## config.mk

```make
export PLATFORM = sky130hd
export DESIGN_NAME = maj_bist_flat
export DESIGN_NICKNAME = d
export VERILOG_FILES = /design/src/rtl/maj_bist_pkg.sv /design/src/rtl/maj_bist_if.sv /design/src/rtl/maj_ref.sv /design/src/rtl/maj_bist.sv /design/src/flat_wrapper.sv
export SDC_FILE = /design/constraint.sdc
export NUM_CORES = 1
export LEC_CHECK = 0
export BUFFER_PORTS_ARGS = -buffer_cell sky130_fd_sc_hd__buf_4
export CORE_MARGIN = 4
export CORE_UTILIZATION = 60
export CTS_BUF_LIST = sky130_fd_sc_hd__clkbuf_8
export DETAILED_ROUTE_END_ITERATION = 6
export PLACE_DENSITY_LB_ADDON = 0.15
export SLEW_MARGIN = 20
export SYNTH_ARGS = -nofsm -noshare
export SYNTH_HDL_FRONTEND = slang
export SYNTH_SLANG_ARGS = --single-unit
```

## constraint.sdc

```tcl
create_clock -name clk -period 8.6 [get_ports clk]
set_input_delay 1.29 -clock clk [delete_from_list [all_inputs] [get_ports clk]]
set_output_delay 1.29 -clock clk [all_outputs]
set_load 0.02 [all_outputs]
```

## src/rtl/maj_bist_pkg.sv

```systemverilog
// rtl/maj_bist_pkg.sv - shared types and helpers for the majority-gate self-test engine
package maj_bist_pkg;

    typedef enum logic [1:0] {
        ST_IDLE,
        ST_RUN,
        ST_DRAIN,
        ST_DONE
    } state_t;

    // Widest supported vector; narrower vectors are zero-extended before counting.
    localparam int MAX_N = 24;

    // Bits needed to hold a popcount of an n-bit vector without overflow.
    function automatic int CNT_W(input int n);
        return $clog2(n + 1);
    endfunction

    function automatic logic [4:0] popcount(input logic [MAX_N-1:0] v);
        logic [4:0] c;
        c = '0;
        for (int i = 0; i < MAX_N; i++) begin
            c = c + {4'b0000, v[i]};
        end
        return c;
    endfunction

endpackage

```

## src/rtl/maj_bist_if.sv

```systemverilog
// rtl/maj_bist_if.sv - control, stimulus and result bundle between the self-test engine and its environment
// master: the self-test engine (drives x and the result signals, receives start and y_dut)
// slave : the environment / gate under test (drives start and y_dut, observes the rest)
interface maj_bist_if #(
    parameter int N     = 21,
    parameter int ERR_W = 16
);
    logic             start;
    logic [N-1:0]     x;
    logic             y_dut;
    logic             busy;
    logic             done;
    logic             pass;
    logic [ERR_W-1:0] err_count;
    logic [N-1:0]     first_fail;

    modport master (
        input  start, y_dut,
        output x, busy, done, pass, err_count, first_fail
    );

    modport slave (
        output start, y_dut,
        input  x, busy, done, pass, err_count, first_fail
    );
endinterface

```

## src/rtl/maj_ref.sv

```systemverilog
// rtl/maj_ref.sv - combinational popcount-threshold reference (golden majority)
// x : input vector, N bits
// y : 1 when popcount(x) >= THRESH
module maj_ref
    import maj_bist_pkg::*;
#(
    parameter int N      = 21,
    parameter int THRESH = 11
) (
    input  logic [N-1:0] x,
    output logic         y
);
    localparam int CW = CNT_W(N);

    logic [CW-1:0] cnt;

    assign cnt = CW'(popcount(MAX_N'(x)));
    assign y   = (int'(cnt) >= THRESH);
endmodule

```

## src/rtl/maj_bist.sv

```systemverilog
// rtl/maj_bist.sv - exhaustive sweep engine comparing an N-input majority gate against a reference
// clk, rst : clock, synchronous active-high reset
// bus      : maj_bist_if master - start in, x out, y_dut in, busy/done/pass/err_count/first_fail out
module maj_bist
    import maj_bist_pkg::*;
#(
    parameter int N       = 21,
    parameter int THRESH  = 11,
    parameter int DUT_LAT = 0,
    parameter int ERR_W   = 16
) (
    input  logic       clk,
    input  logic       rst,
    maj_bist_if.master bus
);
    localparam int DW = $clog2(DUT_LAT + 2);

    state_t           state;
    logic [N-1:0]     x_q;
    logic             busy_q;
    logic             done_q;
    logic [ERR_W-1:0] err_q;
    logic [N-1:0]     ff_q;
    logic             fail_seen;
    logic [DW-1:0]    drain_cnt;

    logic             ref_now;
    logic             src_valid;
    logic             cmp_valid;
    logic             cmp_ref;
    logic [N-1:0]     cmp_x;

    maj_ref #(.N(N), .THRESH(THRESH)) u_ref (
        .x (x_q),
        .y (ref_now)
    );

    // Only vectors issued in RUN are compared; the held vector in DRAIN is not.
    assign src_valid = (state == ST_RUN);

    // Delay the reference, its vector and a valid tag so each comparison lines up
    // with the vector the gate actually answered for.
    generate
        if (DUT_LAT == 0) begin : g_nodly
            assign cmp_valid = src_valid;
            assign cmp_ref   = ref_now;
            assign cmp_x     = x_q;
        end else begin : g_dly
            logic [DUT_LAT-1:0] v_sr;
            logic [DUT_LAT-1:0] r_sr;
            logic [N-1:0]       x_sr [DUT_LAT];

            always_ff @(posedge clk) begin
                if (rst) begin
                    v_sr <= '0;
                end else begin
                    v_sr[0] <= src_valid;
                    for (int i = 1; i < DUT_LAT; i++) begin
                        v_sr[i] <= v_sr[i-1];
                    end
                end
            end

            always_ff @(posedge clk) begin
                r_sr[0] <= ref_now;
                x_sr[0] <= x_q;
                for (int i = 1; i < DUT_LAT; i++) begin
                    r_sr[i] <= r_sr[i-1];
                    x_sr[i] <= x_sr[i-1];
                end
            end

            assign cmp_valid = v_sr[DUT_LAT-1];
            assign cmp_ref   = r_sr[DUT_LAT-1];
            assign cmp_x     = x_sr[DUT_LAT-1];
        end
    endgenerate

    always_ff @(posedge clk) begin
        if (rst) begin
            state     <= ST_IDLE;
            x_q       <= '0;
            busy_q    <= 1'b0;
            done_q    <= 1'b0;
            err_q     <= '0;
            ff_q      <= '0;
            fail_seen <= 1'b0;
            drain_cnt <= '0;
        end else begin
            if (cmp_valid && (bus.y_dut != cmp_ref)) begin
                if (err_q != '1) begin
                    err_q <= err_q + 1'b1;
                end
                if (!fail_seen) begin
                    ff_q      <= cmp_x;
                    fail_seen <= 1'b1;
                end
            end

            // Result clearing on an accepted start is placed after the compare so it wins;
            // no compare is pending in IDLE/DONE since the delay line has drained by then.
            case (state)
                ST_IDLE, ST_DONE: begin
                    if (bus.start) begin
                        state     <= ST_RUN;
                        x_q       <= '0;
                        busy_q    <= 1'b1;
                        done_q    <= 1'b0;
                        err_q     <= '0;
                        ff_q      <= '0;
                        fail_seen <= 1'b0;
                    end
                end
                ST_RUN: begin
                    if (&x_q) begin
                        if (DUT_LAT > 0) begin
                            state     <= ST_DRAIN;
                            drain_cnt <= '0;
                        end else begin
                            state  <= ST_DONE;
                            busy_q <= 1'b0;
                            done_q <= 1'b1;
                        end
                    end else begin
                        x_q <= x_q + 1'b1;
                    end
                end
                ST_DRAIN: begin
                    if (drain_cnt == DW'(DUT_LAT - 1)) begin
                        state  <= ST_DONE;
                        busy_q <= 1'b0;
                        done_q <= 1'b1;
                    end else begin
                        drain_cnt <= drain_cnt + 1'b1;
                    end
                end
                default: state <= ST_IDLE;
            endcase
        end
    end

    assign bus.x          = x_q;
    assign bus.busy       = busy_q;
    assign bus.done       = done_q;
    assign bus.pass       = done_q && (err_q == '0);
    assign bus.err_count  = err_q;
    assign bus.first_fail = ff_q;
endmodule
```

## src/flat_wrapper.sv

```systemverilog
// flat-port wrapper written by rule: the top's interface ports become plain ports
module maj_bist_flat import maj_bist_pkg::*;
#(
    parameter int N       = 21,
    parameter int THRESH  = 11,
    parameter int DUT_LAT = 0,
    parameter int ERR_W   = 16
)
  (clk, rst, bus_start, bus_y_dut, bus_x, bus_busy, bus_done, bus_pass, bus_err_count, bus_first_fail);
  maj_bist_if #(.N(N), .ERR_W(ERR_W)) bus_i ();
  input  logic clk;
  input  logic rst;
  input wire logic [$bits(bus_i.start)-1:0] bus_start;
  input wire logic [$bits(bus_i.y_dut)-1:0] bus_y_dut;
  output wire logic [$bits(bus_i.x)-1:0] bus_x;
  output wire logic [$bits(bus_i.busy)-1:0] bus_busy;
  output wire logic [$bits(bus_i.done)-1:0] bus_done;
  output wire logic [$bits(bus_i.pass)-1:0] bus_pass;
  output wire logic [$bits(bus_i.err_count)-1:0] bus_err_count;
  output wire logic [$bits(bus_i.first_fail)-1:0] bus_first_fail;
  assign bus_i.start = bus_start;
  assign bus_i.y_dut = bus_y_dut;
  assign bus_x = bus_i.x;
  assign bus_busy = bus_i.busy;
  assign bus_done = bus_i.done;
  assign bus_pass = bus_i.pass;
  assign bus_err_count = bus_i.err_count;
  assign bus_first_fail = bus_i.first_fail;
  maj_bist #(.N(N), .THRESH(THRESH), .DUT_LAT(DUT_LAT), .ERR_W(ERR_W)) u_core (.clk(clk), .rst(rst), .bus(bus_i));
endmodule
```

==> key figures <==
Run status
  • Outcome: finished clean

Yosys
  • Syn Area/Cell: 8.85 µm²
  • Post-synth EDFFs: 0
  • Sequential-to-total area share from yosys stat: 0.352
  • Yosys top cell by area: dfxtp_1
  • Yosys warning count: 0
  • Syn nets: 435
  • Proportion of register bits with asynchronous set or reset after synthesis: 0
  • Post-synthesis instance area: 3590 µm²
  • Main flop type after synthesis: dfxtp_1
  • Ranking of synthesized cells by area: dfxtp_1 35%, fa_1 8.4%, o211ai_1 5.2%
  • Gate count after technology mapping: between 400 and 500
  • Yosys cell types: 52
  • Count of state elements after synthesis: 63
  • Area fraction of the dominant cell type after synthesis: 0.352

Route
  • DR WL/cell: 18.9 µm
  • Total number of vias: 3459
  • Final ANT Viol Nets: 0
  • Pre-antenna DRT Iters: 5
  • Number of DRC violations after detailed routing: 0
  • Post-detailed-route via-to-cell ratio: approximately 6.4
  • Post-Route WL: 10200 µm
  • Initial DRC Count: 327

Power
  • Portion of total power attributed to the clock network: 0.387
  • Maximum vdd ir drop: around 170 µV
  • Cell internal power dissipation: 0.555 mW
  • Pwr dens: 191 nW/µm²
  • Cell leakage power: 1.63 nW
  • Part of the power in registers: 0.377
  • Gate power share: 0.236
  • Total net switching power: between 0.2 and 0.3 mW
  • Sw frac: 0.329

Critical path
  • Type of the setup path with the least slack: flop to flop
  • Instance count on the critical path: 15
  • R2R cell count: 15
  • Category of the worst setup path capture point: flop
  • Largest delay share family, worst path: adder cells
  • CP Cell Sequence: inv_1 -> fa_1 -> fa_1 -> fa_1 -> fa_1 -> fa_1 -> fa_1 -> fa_1 -> o211ai_1 -> o211ai_1 -> a22o_1 -> a221oi_4 -> buf_4 -> o211ai_1 -> o41ai_1
  • Crit path launch type: flop
  • Worst Path Max Fanout: 33
  • Critical path's slowest cell: a221oi_4
  • Maximum single-stage delay on the critical path: 0.86 ns
  • Critical path buffer and inverter count: 2
  • Arrival time at the worst endpoint: around 6.6 ns
  • Top cell by count, worst path: fa_1
  • WP data required: 8.82 ns

Clock network
  • Cts bufs inserted: 9
  • Skew-Pair Late Insertion Delay: 0.34 ns
  • Number of gates resized after cts: 0
  • Clock transition at the register clock pins on the worst setup and hold paths after CTS: 0.08 ns
  • Buffer type at the clock tree root: clkbuf_8
  • Clock Tree Buf Depth: 2
  • CTS tree: built
  • Number of sinks handled by clock tree synthesis: 63
  • Post-CTS Hold Fix Bufs: 0
  • Post-CTS setup repair buffer count: 0
  • Total number of H-tree levels: 3

Placed design
  • GPL Wtd Cong: 0.947
  • Buffers on Ports: 64
  • Sum of net half-perimeters after detailed placement: 7200 µm
  • Instance area after placement: ~4100 µm²

Timing
  • Actual transition at the worst max-transition pin: 1.02 ns
  • Unrepaired setup endpoints after global routing: no
  • Fin. max-slew vios: 0
  • Slew headroom: 0.317
  • Smallest hold slack: 0.488 ns
  • Maximum clock skew at final layout: 0.00698 ns
  • Final setup fails: 0
  • Endpoints failing hold: 0
  • Final setup TNS: 0 ns
  • Max Fclk: 0.158 GHz
  • Tcrit/Tclk final: 0.738
  • Time the final worst path needs with I/O delays and setup: 6.35 ns

Die
  • Initial core utilization: 0.636
  • Chip Width: 85.3 µm
  • Height of the die: approximately 85 µm
  • Core region area: approximately 5600 µm²
  • Die area: 7280 µm²
  • Ports: 65
  • Number of core rows: 27

GRT
  • Overall overflow remaining after global route: 0
  • Total global routing track utilization: 0.285
  • Initial antenna violation count: 0
  • Number of global-route vias before repair: between 3000 and 4000
  • First-pass GRT wire length: 16600 µm
  • Largest net degree at the start of global routing: 44

Hold path
  • Hold-critical path depth: 2
  • Kind of path behind the tightest hold check: flop to flop

Finish
  • ANT cells: 0
  • Most used cells in the layout excluding fill and tap cells: 69 x buf_4, 63 x dfxtp_1, 43 x inv_1
  • Most common cell after layout, fill and taps aside: buf_4
  • Total number of nets in the final design: around 490
  • Layout area overhead: 20.9%
  • Layout cells sized above 1: 0.206
  • Filler cell count in the final layout: 402
  • Post-route design area: ~4300 µm²

Flow run
  • Total of max-cap violations: 0
-- through the flow --
step           instances  utilization  total power [mW]  worst slack, ns
3_3_place_gp         522        0.725             0.502             2.63
4_1_cts              538        0.768             0.824             2.31
6_report             538        0.768             0.827             2.25
2_1_floorplan        405            -             0.460             3.16
3_5_place_dp         522        0.725             0.510             2.42
5_1_grt              538        0.768             0.857             1.96
-- layer usage --
layer	vias to the layer above	track usage	share of wire	wire length [µm]
li1	1588	-	-	-
met1	1652	0.376	0.41	4180
met2	194	0.466	0.48	4840
met3	25	0.0553	0.088	890
met4	0	0.0993	0.023	236
met5	-	0	0	0
-- state kept, by name (all words and copies together), names as in the netlist --
signal and flops:
u_core.bus.first_fail 21, u_core.state 2, u_core.drain_cnt 1, u_core.fail_seen 1, u_core.bus.err_count 16, u_core.bus.x 21
u_core.bus.busy 1
-- layout make-up --
cell class	count	area (µm²)	area share
clock buffers	9	124	0.0286
clock inverters	7	119	0.0274
inverters	43	161	0.0372
multi-input cells	275	2060	0.476
flip-flops and latches	63	1260	0.291
well taps	72	90.1	0.0208
repair buffers	69	518	0.119
-- logic make-up (layout without fill, tap and decap cells) --
logic type / count (synthesis) / after routing / share of synthesized area
DFF: 63 / 63 / 0.352
xor gates and xnor gates: 15 / 15 / 0.0366
adders and majority gates: 26 / 26 / 0.122
buffers and inverters: 67 / 128 / 0.0775
AOI/OAI and AO/OA: 95 / 95 / 0.199
muxes: 4 / 4 / 0.0115
and+or+nand+nor: 135 / 135 / 0.202
-- power groups by stage --
stage | clock, mW | combinational, mW | sequential (mW)
after floorplan | 0 | 0.135 | 0.325
after global placement | 0 | 0.184 | 0.318
after detailed placement | 0 | 0.192 | 0.319
after CTS | 0.320 | 0.192 | 0.312
after global routing | 0.332 | 0.211 | 0.314
final | 0.320 | 0.196 | 0.312
-- cells in the mapped netlist (all sizes together) (2+ instances only) --
library cell and n:
o211ai 25, a211oi 2, o41ai 21, or3 6
nor2b 2, and4 7, nand2 21, a41oi 2
a311oi 2, nor2 31, buf 9, o31ai 5
ha 11, dfxtp 63, fa 15, or4 5
and2 4, nand3 17, nand2b 5, nand4 9
xnor2 15, o21ai 9, nor4 8, and3 4
a21oi 17, inv 43, a31o 2, clkbuf 15
nor3 11, mux2i 3
-- worst min-delay path, cell delays in order (launching register included) --
cell     delay, ns
dfxtp_1       0.33
nor2_1        0.05
nor2_1        0.07
-- path summary, 6_finish.rpt --
kind | endpoint | slack, ns | start
max | u_core.bus.first_fail[5] | 2.25 | u_core.bus.x[3]
min | u_core.drain_cnt | 0.49 | u_core.drain_cnt
max reg2reg | u_core.bus.first_fail[5] | 2.25 | u_core.bus.x[3]
min reg2reg | u_core.drain_cnt | 0.49 | u_core.drain_cnt
No activity file was read; power rests on OpenSTA's default activity.
